$ cat src/rtl/j1708_rx_buffer_if.sv
// Framer-to-buffer and buffer-to-consumer signal bundle for the J1708 receive buffer.
// The buffer takes the slave side; the framer/CPU side (or a bench) takes the master side.
interface j1708_rx_buffer_if;
    logic [7:0] in_byte;
    logic       in_byte_valid;
    logic       in_msg_end;
    logic       in_msg_abort;

    logic       rx_message_byte_read;
    logic [7:0] rx_message_byte;
    logic       rx_message_byte_valid;
    logic       rx_message_new_byte;

    logic       rx_message_length_read;
    logic [7:0] rx_message_length;
    logic       rx_message_length_valid;
    logic       rx_message_length_exist;

    logic [7:0] dropped_count;

    modport slave (
        input  in_byte, in_byte_valid, in_msg_end, in_msg_abort,
        input  rx_message_byte_read, rx_message_length_read,
        output rx_message_byte, rx_message_byte_valid, rx_message_new_byte,
        output rx_message_length, rx_message_length_valid, rx_message_length_exist,
        output dropped_count
    );

    modport master (
        output in_byte, in_byte_valid, in_msg_end, in_msg_abort,
        output rx_message_byte_read, rx_message_length_read,
        input  rx_message_byte, rx_message_byte_valid, rx_message_new_byte,
        input  rx_message_length, rx_message_length_valid, rx_message_length_exist,
        input  dropped_count
    );
endinterface

$ cat src/rtl/j1708_rx_buffer.sv
// J1708 message receive buffer: bytes are written speculatively and become visible
// to the reader only when the whole message commits, together with its length.
module j1708_rx_buffer #(
    parameter int DATA_AW     = 8,
    parameter int LEN_AW      = 4,
    parameter int MAX_MSG_LEN = 21
) (
    input  logic               clk,
    input  logic               rst,
    input  logic               enable,
    j1708_rx_buffer_if.slave   bus
);
    localparam logic [DATA_AW:0] BYTE_DEPTH = {1'b1, {DATA_AW{1'b0}}};
    localparam logic [LEN_AW:0]  LEN_DEPTH  = {1'b1, {LEN_AW{1'b0}}};
    localparam logic [7:0]       MAX_LEN    = 8'(MAX_MSG_LEN);

    logic [7:0] mem  [0:(1<<DATA_AW)-1];
    logic [7:0] lmem [0:(1<<LEN_AW)-1];

    logic [DATA_AW:0] wr_ptr_q, wr_ptr_d;
    logic [DATA_AW:0] commit_ptr_q, commit_ptr_d;
    logic [DATA_AW:0] rd_ptr_q, rd_ptr_d;
    logic [LEN_AW:0]  lwr_q, lwr_d;
    logic [LEN_AW:0]  lrd_q, lrd_d;
    logic [7:0]       msg_cnt_q, msg_cnt_d;
    logic             drop_q, drop_d;
    logic [7:0]       dropped_q, dropped_d;

    logic             new_byte_q, len_exist_q;
    logic [7:0]       byte_q, len_q;
    logic             byte_vld_q, len_vld_q;

    logic             byte_full, len_full;
    logic             rd_fire, len_fire;
    logic             byte_we, len_we;
    logic [DATA_AW:0] wr_next;
    logic [7:0]       cnt_next;
    logic             drop_next;
    logic [7:0]       dropped_inc;

    // Fullness is judged against the pre-read pointers, so a same-cycle pop does not make room.
    assign byte_full   = (wr_ptr_q - rd_ptr_q) == BYTE_DEPTH;
    assign len_full    = (lwr_q - lrd_q) == LEN_DEPTH;
    assign rd_fire     = enable && bus.rx_message_byte_read && new_byte_q;
    assign len_fire    = enable && bus.rx_message_length_read && len_exist_q;
    assign dropped_inc = (dropped_q == 8'hFF) ? dropped_q : dropped_q + 8'd1;

    always_comb begin
        wr_ptr_d     = wr_ptr_q;
        commit_ptr_d = commit_ptr_q;
        rd_ptr_d     = rd_ptr_q;
        lwr_d        = lwr_q;
        lrd_d        = lrd_q;
        msg_cnt_d    = msg_cnt_q;
        drop_d       = drop_q;
        dropped_d    = dropped_q;
        byte_we      = 1'b0;
        len_we       = 1'b0;
        wr_next      = wr_ptr_q;
        cnt_next     = msg_cnt_q;
        drop_next    = drop_q;

        if (!enable) begin
            wr_ptr_d     = '0;
            commit_ptr_d = '0;
            rd_ptr_d     = '0;
            lwr_d        = '0;
            lrd_d        = '0;
            msg_cnt_d    = '0;
            drop_d       = 1'b0;
        end else begin
            if (rd_fire)  rd_ptr_d = rd_ptr_q + 1'b1;
            if (len_fire) lrd_d    = lrd_q + 1'b1;

            if (bus.in_msg_abort) begin
                wr_ptr_d  = commit_ptr_q;
                msg_cnt_d = '0;
                drop_d    = 1'b0;
                if (msg_cnt_q != 8'd0 || drop_q) dropped_d = dropped_inc;
            end else begin
                // The incoming byte is resolved first so a coincident end sees it as the last byte.
                if (bus.in_byte_valid && !drop_q) begin
                    if (byte_full || msg_cnt_q == MAX_LEN) begin
                        drop_next = 1'b1;
                        wr_next   = commit_ptr_q;
                    end else begin
                        byte_we  = 1'b1;
                        wr_next  = wr_ptr_q + 1'b1;
                        cnt_next = msg_cnt_q + 8'd1;
                    end
                end
                wr_ptr_d  = wr_next;
                msg_cnt_d = cnt_next;
                drop_d    = drop_next;

                if (bus.in_msg_end) begin
                    if (drop_next) begin
                        dropped_d = dropped_inc;
                        drop_d    = 1'b0;
                        msg_cnt_d = '0;
                        wr_ptr_d  = commit_ptr_q;
                    end else if (cnt_next == 8'd0) begin
                        msg_cnt_d = '0;
                    end else if (len_full) begin
                        wr_ptr_d  = commit_ptr_q;
                        dropped_d = dropped_inc;
                        msg_cnt_d = '0;
                    end else begin
                        commit_ptr_d = wr_next;
                        len_we       = 1'b1;
                        lwr_d        = lwr_q + 1'b1;
                        msg_cnt_d    = '0;
                    end
                end
            end
        end
    end

    always_ff @(posedge clk) begin
        if (byte_we) mem[wr_ptr_q[DATA_AW-1:0]] <= bus.in_byte;
        if (len_we)  lmem[lwr_q[LEN_AW-1:0]]   <= cnt_next;
    end

    always_ff @(posedge clk) begin
        if (rst) begin
            wr_ptr_q     <= '0;
            commit_ptr_q <= '0;
            rd_ptr_q     <= '0;
            lwr_q        <= '0;
            lrd_q        <= '0;
            msg_cnt_q    <= '0;
            drop_q       <= 1'b0;
            dropped_q    <= '0;
            new_byte_q   <= 1'b0;
            len_exist_q  <= 1'b0;
            byte_q       <= '0;
            len_q        <= '0;
            byte_vld_q   <= 1'b0;
            len_vld_q    <= 1'b0;
        end else begin
            wr_ptr_q     <= wr_ptr_d;
            commit_ptr_q <= commit_ptr_d;
            rd_ptr_q     <= rd_ptr_d;
            lwr_q        <= lwr_d;
            lrd_q        <= lrd_d;
            msg_cnt_q    <= msg_cnt_d;
            drop_q       <= drop_d;
            dropped_q    <= dropped_d;
            // Flags track next-state pointers so a pop is reflected on the same cycle as its data.
            new_byte_q   <= rd_ptr_d != commit_ptr_d;
            len_exist_q  <= lwr_d != lrd_d;
            byte_vld_q   <= rd_fire;
            len_vld_q    <= len_fire;
            if (rd_fire)  byte_q <= mem[rd_ptr_q[DATA_AW-1:0]];
            if (len_fire) len_q  <= lmem[lrd_q[LEN_AW-1:0]];
        end
    end

    assign bus.rx_message_byte         = byte_q;
    assign bus.rx_message_byte_valid   = byte_vld_q;
    assign bus.rx_message_new_byte     = new_byte_q;
    assign bus.rx_message_length       = len_q;
    assign bus.rx_message_length_valid = len_vld_q;
    assign bus.rx_message_length_exist = len_exist_q;
    assign bus.dropped_count           = dropped_q;
endmodule

$ cat src/flat_wrapper.sv
// flat-port wrapper written by rule: the top's interface ports become plain ports
module j1708_rx_buffer_flat 
#(
    parameter int DATA_AW     = 8,
    parameter int LEN_AW      = 4,
    parameter int MAX_MSG_LEN = 21
)
  (clk, rst, enable, bus_in_byte, bus_in_byte_valid, bus_in_msg_end, bus_in_msg_abort, bus_rx_message_byte_read, bus_rx_message_length_read, bus_rx_message_byte, bus_rx_message_byte_valid, bus_rx_message_new_byte, bus_rx_message_length, bus_rx_message_length_valid, bus_rx_message_length_exist, bus_dropped_count);
  j1708_rx_buffer_if bus_i ();
  input  logic clk;
  input  logic rst;
  input  logic enable;
  input wire logic [$bits(bus_i.in_byte)-1:0] bus_in_byte;
  input wire logic [$bits(bus_i.in_byte_valid)-1:0] bus_in_byte_valid;
  input wire logic [$bits(bus_i.in_msg_end)-1:0] bus_in_msg_end;
  input wire logic [$bits(bus_i.in_msg_abort)-1:0] bus_in_msg_abort;
  input wire logic [$bits(bus_i.rx_message_byte_read)-1:0] bus_rx_message_byte_read;
  input wire logic [$bits(bus_i.rx_message_length_read)-1:0] bus_rx_message_length_read;
  output wire logic [$bits(bus_i.rx_message_byte)-1:0] bus_rx_message_byte;
  output wire logic [$bits(bus_i.rx_message_byte_valid)-1:0] bus_rx_message_byte_valid;
  output wire logic [$bits(bus_i.rx_message_new_byte)-1:0] bus_rx_message_new_byte;
  output wire logic [$bits(bus_i.rx_message_length)-1:0] bus_rx_message_length;
  output wire logic [$bits(bus_i.rx_message_length_valid)-1:0] bus_rx_message_length_valid;
  output wire logic [$bits(bus_i.rx_message_length_exist)-1:0] bus_rx_message_length_exist;
  output wire logic [$bits(bus_i.dropped_count)-1:0] bus_dropped_count;
  assign bus_i.in_byte = bus_in_byte;
  assign bus_i.in_byte_valid = bus_in_byte_valid;
  assign bus_i.in_msg_end = bus_in_msg_end;
  assign bus_i.in_msg_abort = bus_in_msg_abort;
  assign bus_i.rx_message_byte_read = bus_rx_message_byte_read;
  assign bus_i.rx_message_length_read = bus_rx_message_length_read;
  assign bus_rx_message_byte = bus_i.rx_message_byte;
  assign bus_rx_message_byte_valid = bus_i.rx_message_byte_valid;
  assign bus_rx_message_new_byte = bus_i.rx_message_new_byte;
  assign bus_rx_message_length = bus_i.rx_message_length;
  assign bus_rx_message_length_valid = bus_i.rx_message_length_valid;
  assign bus_rx_message_length_exist = bus_i.rx_message_length_exist;
  assign bus_dropped_count = bus_i.dropped_count;
  j1708_rx_buffer #(.DATA_AW(DATA_AW), .LEN_AW(LEN_AW), .MAX_MSG_LEN(MAX_MSG_LEN)) u_core (.clk(clk), .rst(rst), .enable(enable), .bus(bus_i));
endmodule
$ cat config.mk
export PLATFORM = sky130hd
export DESIGN_NAME = j1708_rx_buffer_flat
export DESIGN_NICKNAME = d
export VERILOG_FILES = /design/src/rtl/j1708_rx_buffer_if.sv /design/src/rtl/j1708_rx_buffer.sv /design/src/flat_wrapper.sv
export SDC_FILE = /design/constraint.sdc
export NUM_CORES = 2
export LEC_CHECK = 0
export ABC_AREA = 0
export BUFFER_PORTS_ARGS = -buffer_cell sky130_fd_sc_hd__buf_2
export CORE_UTILIZATION = 30
export DETAILED_ROUTE_END_ITERATION = 8
export GPL_ROUTABILITY_DRIVEN = 0
export SYNTH_ARGS = -nofsm -noshare
export SYNTH_HDL_FRONTEND = slang
export SYNTH_SLANG_ARGS = --single-unit
export TNS_END_PERCENT = 20
$ cat constraint.sdc
create_clock -name clk -period 5.85 [get_ports clk]
set_clock_uncertainty 0.15 [all_clocks]
set_input_delay 0.2925 -clock clk [delete_from_list [all_inputs] [get_ports clk]]
set_output_delay 0.2925 -clock clk [all_outputs]
set_load 0.05 [all_outputs]
---- After elaboration in Yosys (flattened, before gate mapping) ----
Memory sizes are Yosys's and may differ from the RTL's. A register that Yosys moved wholly into a read port is not among the register bits.
Index checks and enable logic that the tools add are counted.
word-level totals
  input bits .............................. 16
  memory bits (writable) .................. 2176
  output and inout bits ................... 28
  memories kept ........................... 2
  bits in registers ....................... 58
  logic and storage cells ................. 99
operators by class
  bitwise logic cells ..................... 1
  multiplexer cells ....................... 53
  eq/ne operators ......................... 8
  reductions and logical operators ........ 15
  $add $sub $neg .......................... 8
memory list
  name         depth  bits a word  rd ports  clocked after memory_dff  wr ports  line                   source
  u_core.mem   256    8            1         1                         1         j1708_rx_buffer.sv:17  logic [7:0] mem [0:(1<<DATA_AW)-1];
  u_core.lmem  16     8            1         1                         1         j1708_rx_buffer.sv:18  logic [7:0] lmem [0:(1<<LEN_AW)-1];
operators with widths
  kind                 number
  $mux 9               14
  $mux 8               13
  $mux 5               8
  $add 9x1->9 const B  2
  $mux 1               18
  $add 8x1->8 const B  2
  $add 5x1->5 const B  2
  $eq 9x9->1 const B   1
  $ne 9x9->1           1
  $sub 9x9->9          1
  $eq 8x5->1 const B   1
  $eq 8x8->1 const B   1
  $logic_not 8->1      1
  $reduce_bool 8->1    1
  $eq 5x5->1 const B   1
  $logic_and 1x1->1    5
  $ne 5x5->1           1
  $reduce_and 5->1     1
  $sub 5x5->5          1
  $reduce_or 4->1      1
  $ne 3x2->1 const B   1
  $reduce_bool 3->1    1
  $logic_or 1x1->1     2
  $ne 2x1->1 const B   1
  4 further kinds      4

---- Depth between registers and ports, before layout ----
  word-level depth ........................ 15
  mapped depth ............................ 21
  depth with buffers taken out ............ 14

---- Worst setup path before layout ----
Ideal clock, no wire load.
  kind .................................... register to register
  start point ............................. register u_core.rd_ptr_q[1]
  end point ............................... memory u_core.mem[231][0] (enable)
  cell stages (with the launch flop) ...... 21
  required time ........................... 5.330 ns
  setup slack ............................. 0.626 ns
  arrival ................................. 4.704 ns
  path through ............................ dfxtp_1 > clkbuf_1 > clkbuf_1 > clkbuf_1 > clkbuf_1 > inv_1 > ha_1 > nor2b_1 > o311a_4 > o221a_2 > o221a_2 > nand4_2 > buf_6 > nand2_1 > nor2_1 > nand3_1 > inv_1 > and3_1 > nand2_1 > clkbuf_1 > nor2_1
between the ends
  word-level cells in the longest chain between the ends .. 9
RTL lines
  item                          line                    source
  from (decl)                   j1708_rx_buffer.sv:22   logic [DATA_AW:0] rd_ptr_q, rd_ptr_d;
  from (signal assigned)        j1708_rx_buffer.sv:143  rd_ptr_q <= rd_ptr_d;
  $sub 9x9->9                   j1708_rx_buffer.sv:42   assign byte_full = (wr_ptr_q - rd_ptr_q) == BYTE_DEPTH;
  $eq 9x9->1                    j1708_rx_buffer.sv:42
  $logic_or 1x1->1              j1708_rx_buffer.sv:83   if (byte_full || msg_cnt_q == MAX_LEN) begin
  $mux 1                        j1708_rx_buffer.sv:83
  $mux 1                        j1708_rx_buffer.sv:82   if (bus.in_byte_valid && !drop_q) begin
  $mux 1                        j1708_rx_buffer.sv:75   if (bus.in_msg_abort) begin
  $mux 1                        j1708_rx_buffer.sv:63   if (!enable) begin
  $mux 1                        j1708_rx_buffer.sv:120  if (byte_we) mem[wr_ptr_q[DATA_AW-1:0]] <= bus.in_byte;
  $mux 1 (implied by the code)  j1708_rx_buffer.sv:120
  to (decl)                     j1708_rx_buffer.sv:17
No other way between the ends.

---- Worst setup path after layout ----
  start point ............................. register u_core.rd_ptr_q[6]
  end point ............................... memory u_core.mem[93][2] (enable)
The elaborated chain is that of the path after synthesis.

==> key figures <==
CTS
  • Bufs on Longest Clock Path: 3
  • Resized cells post-CTS: 0
  • CTS clock-pin slew for the worst setup and hold paths: roughly 0.060 ns
  • Cts bufs inserted: 220
  • Clk_lat worst skew: 0.91 ns
  • Clock sinks: 2250
  • H-tree levels: 4
  • Root buffer cell: clkbuf_16
  • TritonCTS clock tree: built

Outcome
  • Status: completed

Power
  • Pwr per Cell Area: ~320 mW/mm^2
  • Pleak: 30.0 nW
  • Maximum VDD drop: approximately 0.35 mV
  • Total power: approximately 0.033 W

Die
  • Die footprint: slightly below 0.3 mm^2
  • Initial Util: 0.302
  • Die H: between 500 and 600 um
  • Core ar.: 0.292 mm^2
  • Die X-Extent: 544 um
  • I/O Pins: between 40 and 50
  • Rows: around 200

Global route
  • Overflow after GRT: 0
  • Global-route wire length before repair: between 300000 and 400000 um
  • Vias in the first global route: approximately 42000
  • GRT Util Overall: 0.146
  • Pin count of the biggest net entering global routing: 225
  • Initial antenna violation count: 13

Drt
  • Vias/cell: just over 5
  • Post-DRT Antenna Nets: 0
  • DR WL/cell: between 20 and 30 um
  • Initial DRC count: ~4500
  • Routed wire length: 217000 um
  • DRC viols: 0
  • Vias post-DR: approximately 42000
  • First-pass detailed-route iteration total: 7

Logic synthesis
  • Seq/Total Area, Yosys: 0.758
  • Post-Syn Nets: roughly 4000
  • Unique masters post-synth: 66
  • Async set-reset flop share out of synthesis: 0
  • Post-synth EDFFs: 2176
  • Synth warnings: 0
  • Post-synthesis average cell area: 22.2 um^2
  • Mapped Area: between 0.08 and 0.09 mm^2
  • Yosys reg bits: approximately 2300
  • Primary flip-flop cell chosen by synthesis mapping: edfxtp_1
  • Cells after Synth: between 3000 and 4000

Timing
  • Unrepaired setup endpoints after global routing: false
  • Slew Viols, Final: 0
  • Period utilization: 0.943
  • Relative slew slack: 0.0514
  • Setup TNS: 0 ns
  • Least-Margin Pin Slew: about 1.4 ns
  • Max frequency: about 180 MHz
  • Final Hold Vio Count: 0
  • Final min period: 5.52 ns
  • Final hold slack: 0.00304 ns
  • Setup-failing EPs final: 0

Setup path
  • Most used cell, CP: nor2_1
  • Worst setup SP type: flip-flop
  • WS Path Type: flip-flop to flip-flop
  • CP delay by family, top: simple AND/OR/NAND/NOR gates
  • Worst setup path start: u_core.rd_ptr_q[6]
  • Slowest-stage cell, CP: nor2_1
  • Worst Path Required: roughly 6.2 ns
  • Arrival @ worst endpoint: a little under 6 ns
  • Largest stage delay, worst path: between 0.8 and 0.9 ns
  • CP Cell Sequence: inv_1, ha_1, o21ai_0, nor2_1, nor3_1, a2111oi_4, nand4_2, nand2_1, buf_4, nor2_1, nand3_1, inv_1, and3_1, nand2_1, nor2_1
  • Worst setup EP type: flip-flop
  • CP Buf/Inv Count: 3
  • R2R Path Start: u_core.rd_ptr_q[6]
  • CP max FO: 16

Placed design
  • Area after DPL: 0.0939 mm^2
  • PortBufs: 43
  • Dpl hpwl: ~130000 um
  • Dpl cells: between 7000 and 8000

Worst hold path
  • Hold_sp: bus_in_byte[7]
  • Hold Crit Class: input pin to flip-flop

Finish
  • Proportion of layout cells with a drive suffix above 1: 0.299
  • Final #Nets: ~4200
  • Layout area overhead: 15.2%
  • Area occupied by multi-input gates: about 0.02 mm^2
  • # fillers: about 27000
  • Sequential Area: around 0.067 mm^2
  • Non-Filler Instances: between 8000 and 9000
  • Final instance area: 0.102 mm^2

Run
  • Maxcap violations: 0
-- cell usage in the layout (no fill, tap or decap), types with 14 or more instances in the layout --
cell type,instances
edfxtp_1,2176
mux4_2,720
nor2_1,336
clkbuf_16,220
buf_4,155
nand2_1,86
dfxtp_1,69
clkbuf_1,43
a21oi_1,40
clkinv_2,35
buf_2,35
clkinv_1,33
xnor2_1,32
nand3_1,30
bufinv_16,28
ha_1,26
inv_1,23
xor2_1,23
clkinvlp_4,21
nor3_1,18
dlygate4sd3_1,17
mux2i_1,15
o21ai_0,14
-- cells by family (layout without fill, tap and decap cells) --
| group | after synthesis | count (layout) | share of synthesized area |
|---|---|---|---|
| compound gates | 116 | 116 | 0.0101 |
| xor+xnor | 55 | 55 | 0.00546 |
| buf+inv | 250 | 665 | 0.0114 |
| flops | 2250 | 2250 | 0.758 |
| simple gates | 543 | 543 | 0.0259 |
| other cells | 0 | 7 | 0 |
| fa+ha+maj | 26 | 26 | 0.00369 |
| mux | 736 | 736 | 0.186 |
-- sequential cells by signal (all words and copies together) (netlist names), 9 cells and up --
register and count:
u_core.mem 2048, u_core.lmem 128, u_core.commit_ptr_q 9, u_core.rd_ptr_q 9, u_core.wr_ptr_q 9
-- path summary, 6_finish.rpt --
kind                                                   endpoint  slack, ns  cells past startpoint
worst max-delay path                          u_core.mem[93][2]       0.33                     15
worst min-delay path                          u_core.mem[86][7]      0.003                      1
worst max register to register                u_core.mem[93][2]       0.33                     15
worst min register to register  u_core.bus.rx_message_length[0]       0.30                      2
-- cell type report --
cell class | count | share of cell area
Tap cell | 3900 | 0.0480
Sequential cell | 2250 | 0.658
Clock buffer | 266 | 0.0562
Timing Repair Buffer | 226 | 0.0182
Inverter | 27 | 0.00107
Multi-Input combinational cell | 1476 | 0.201
Antenna cell | 7 | 0.000172
Clock inverter | 146 | 0.0177
-- through the flow --
| step | util | worst slack, ns |
|---|---|---|
| after floorplan | - | 0.626 |
| after global placement | 0.322 | 0.370 |
| after detailed placement | 0.322 | 0.375 |
| after CTS | 0.348 | 0.396 |
| after global routing | 0.348 | 0.0637 |
| final | 0.348 | 0.332 |
-- cells in the mapped netlist (all sizes together) (2+ instances only) --
cell | number | area share
nor3b | 2 | 0.00017
a211oi | 6 | 0.00051
a21oi | 42 | 0.0024
o2111ai | 4 | 0.00040
or3 | 3 | 0.00021
ha | 26 | 0.0037
a2111oi | 7 | 0.0014
and4 | 2 | 0.00020
a222oi | 2 | 0.00023
xnor2 | 32 | 0.0032
inv | 26 | 0.0011
a21o | 3 | 0.00026
clkbuf | 144 | 0.0061
a31oi | 5 | 0.00035
nand2b | 8 | 0.00057
o311a | 2 | 0.00035
mux4 | 720 | 0.18
buf | 79 | 0.0041
nor2b | 6 | 0.00043
nand2 | 97 | 0.0041
o211ai | 2 | 0.00017
dfxtp | 74 | 0.017
a22o | 2 | 0.00020
nor4 | 6 | 0.00060
o221a | 7 | 0.00089
and2 | 5 | 0.00035
xor2 | 23 | 0.0023
nor3 | 18 | 0.0010
nand3 | 35 | 0.0020
mux2i | 16 | 0.0019
and3 | 7 | 0.00050
a311oi | 2 | 0.00020
nor2 | 336 | 0.014
or2 | 3 | 0.00021
o21ai | 18 | 0.0011
edfxtp | 2176 | 0.74
nand4 | 13 | 0.00099
a211o | 3 | 0.00030
-- worst register-to-register path: stages, from the launching register on --
cell       delay (ns)
dfxtp_1          0.56
inv_1            0.18
ha_1             0.48
o21ai_0          0.23
nor2_1           0.09
nor3_1           0.38
a2111oi_4        0.13
nand4_2          0.27
nand2_1          0.11
buf_4            0.18
nor2_1           0.13
nand3_1          0.13
inv_1            0.21
and3_1           0.49
nand2_1          0.58
nor2_1           0.85
-- power by group --
part / total (W) / switching (W) / internal [W]
logic: 0.000593 / 0.000469 / 0.000123
registers: 0.0177 / 0.0000102 / 0.0177
clock network: 0.0146 / 0.00629 / 0.00827
-- metal layers --
metal / up-vias / share of wire / GRT usage
met5: - / 0.00018 / 0
met2: 1682 / 0.48 / 0.235
met4: 6 / 0.025 / 0.0401
met1: 22700 / 0.43 / 0.206
met3: 282 / 0.064 / 0.0224
li1: 17200 / - / -
-- timing repair --
item / CTS / global route
buffers inserted: 0 / 0
hold endpoints to repair: 725 / 0
hold buffers: 17 / 0
Note: power is estimated with default switching activity, not from simulation.
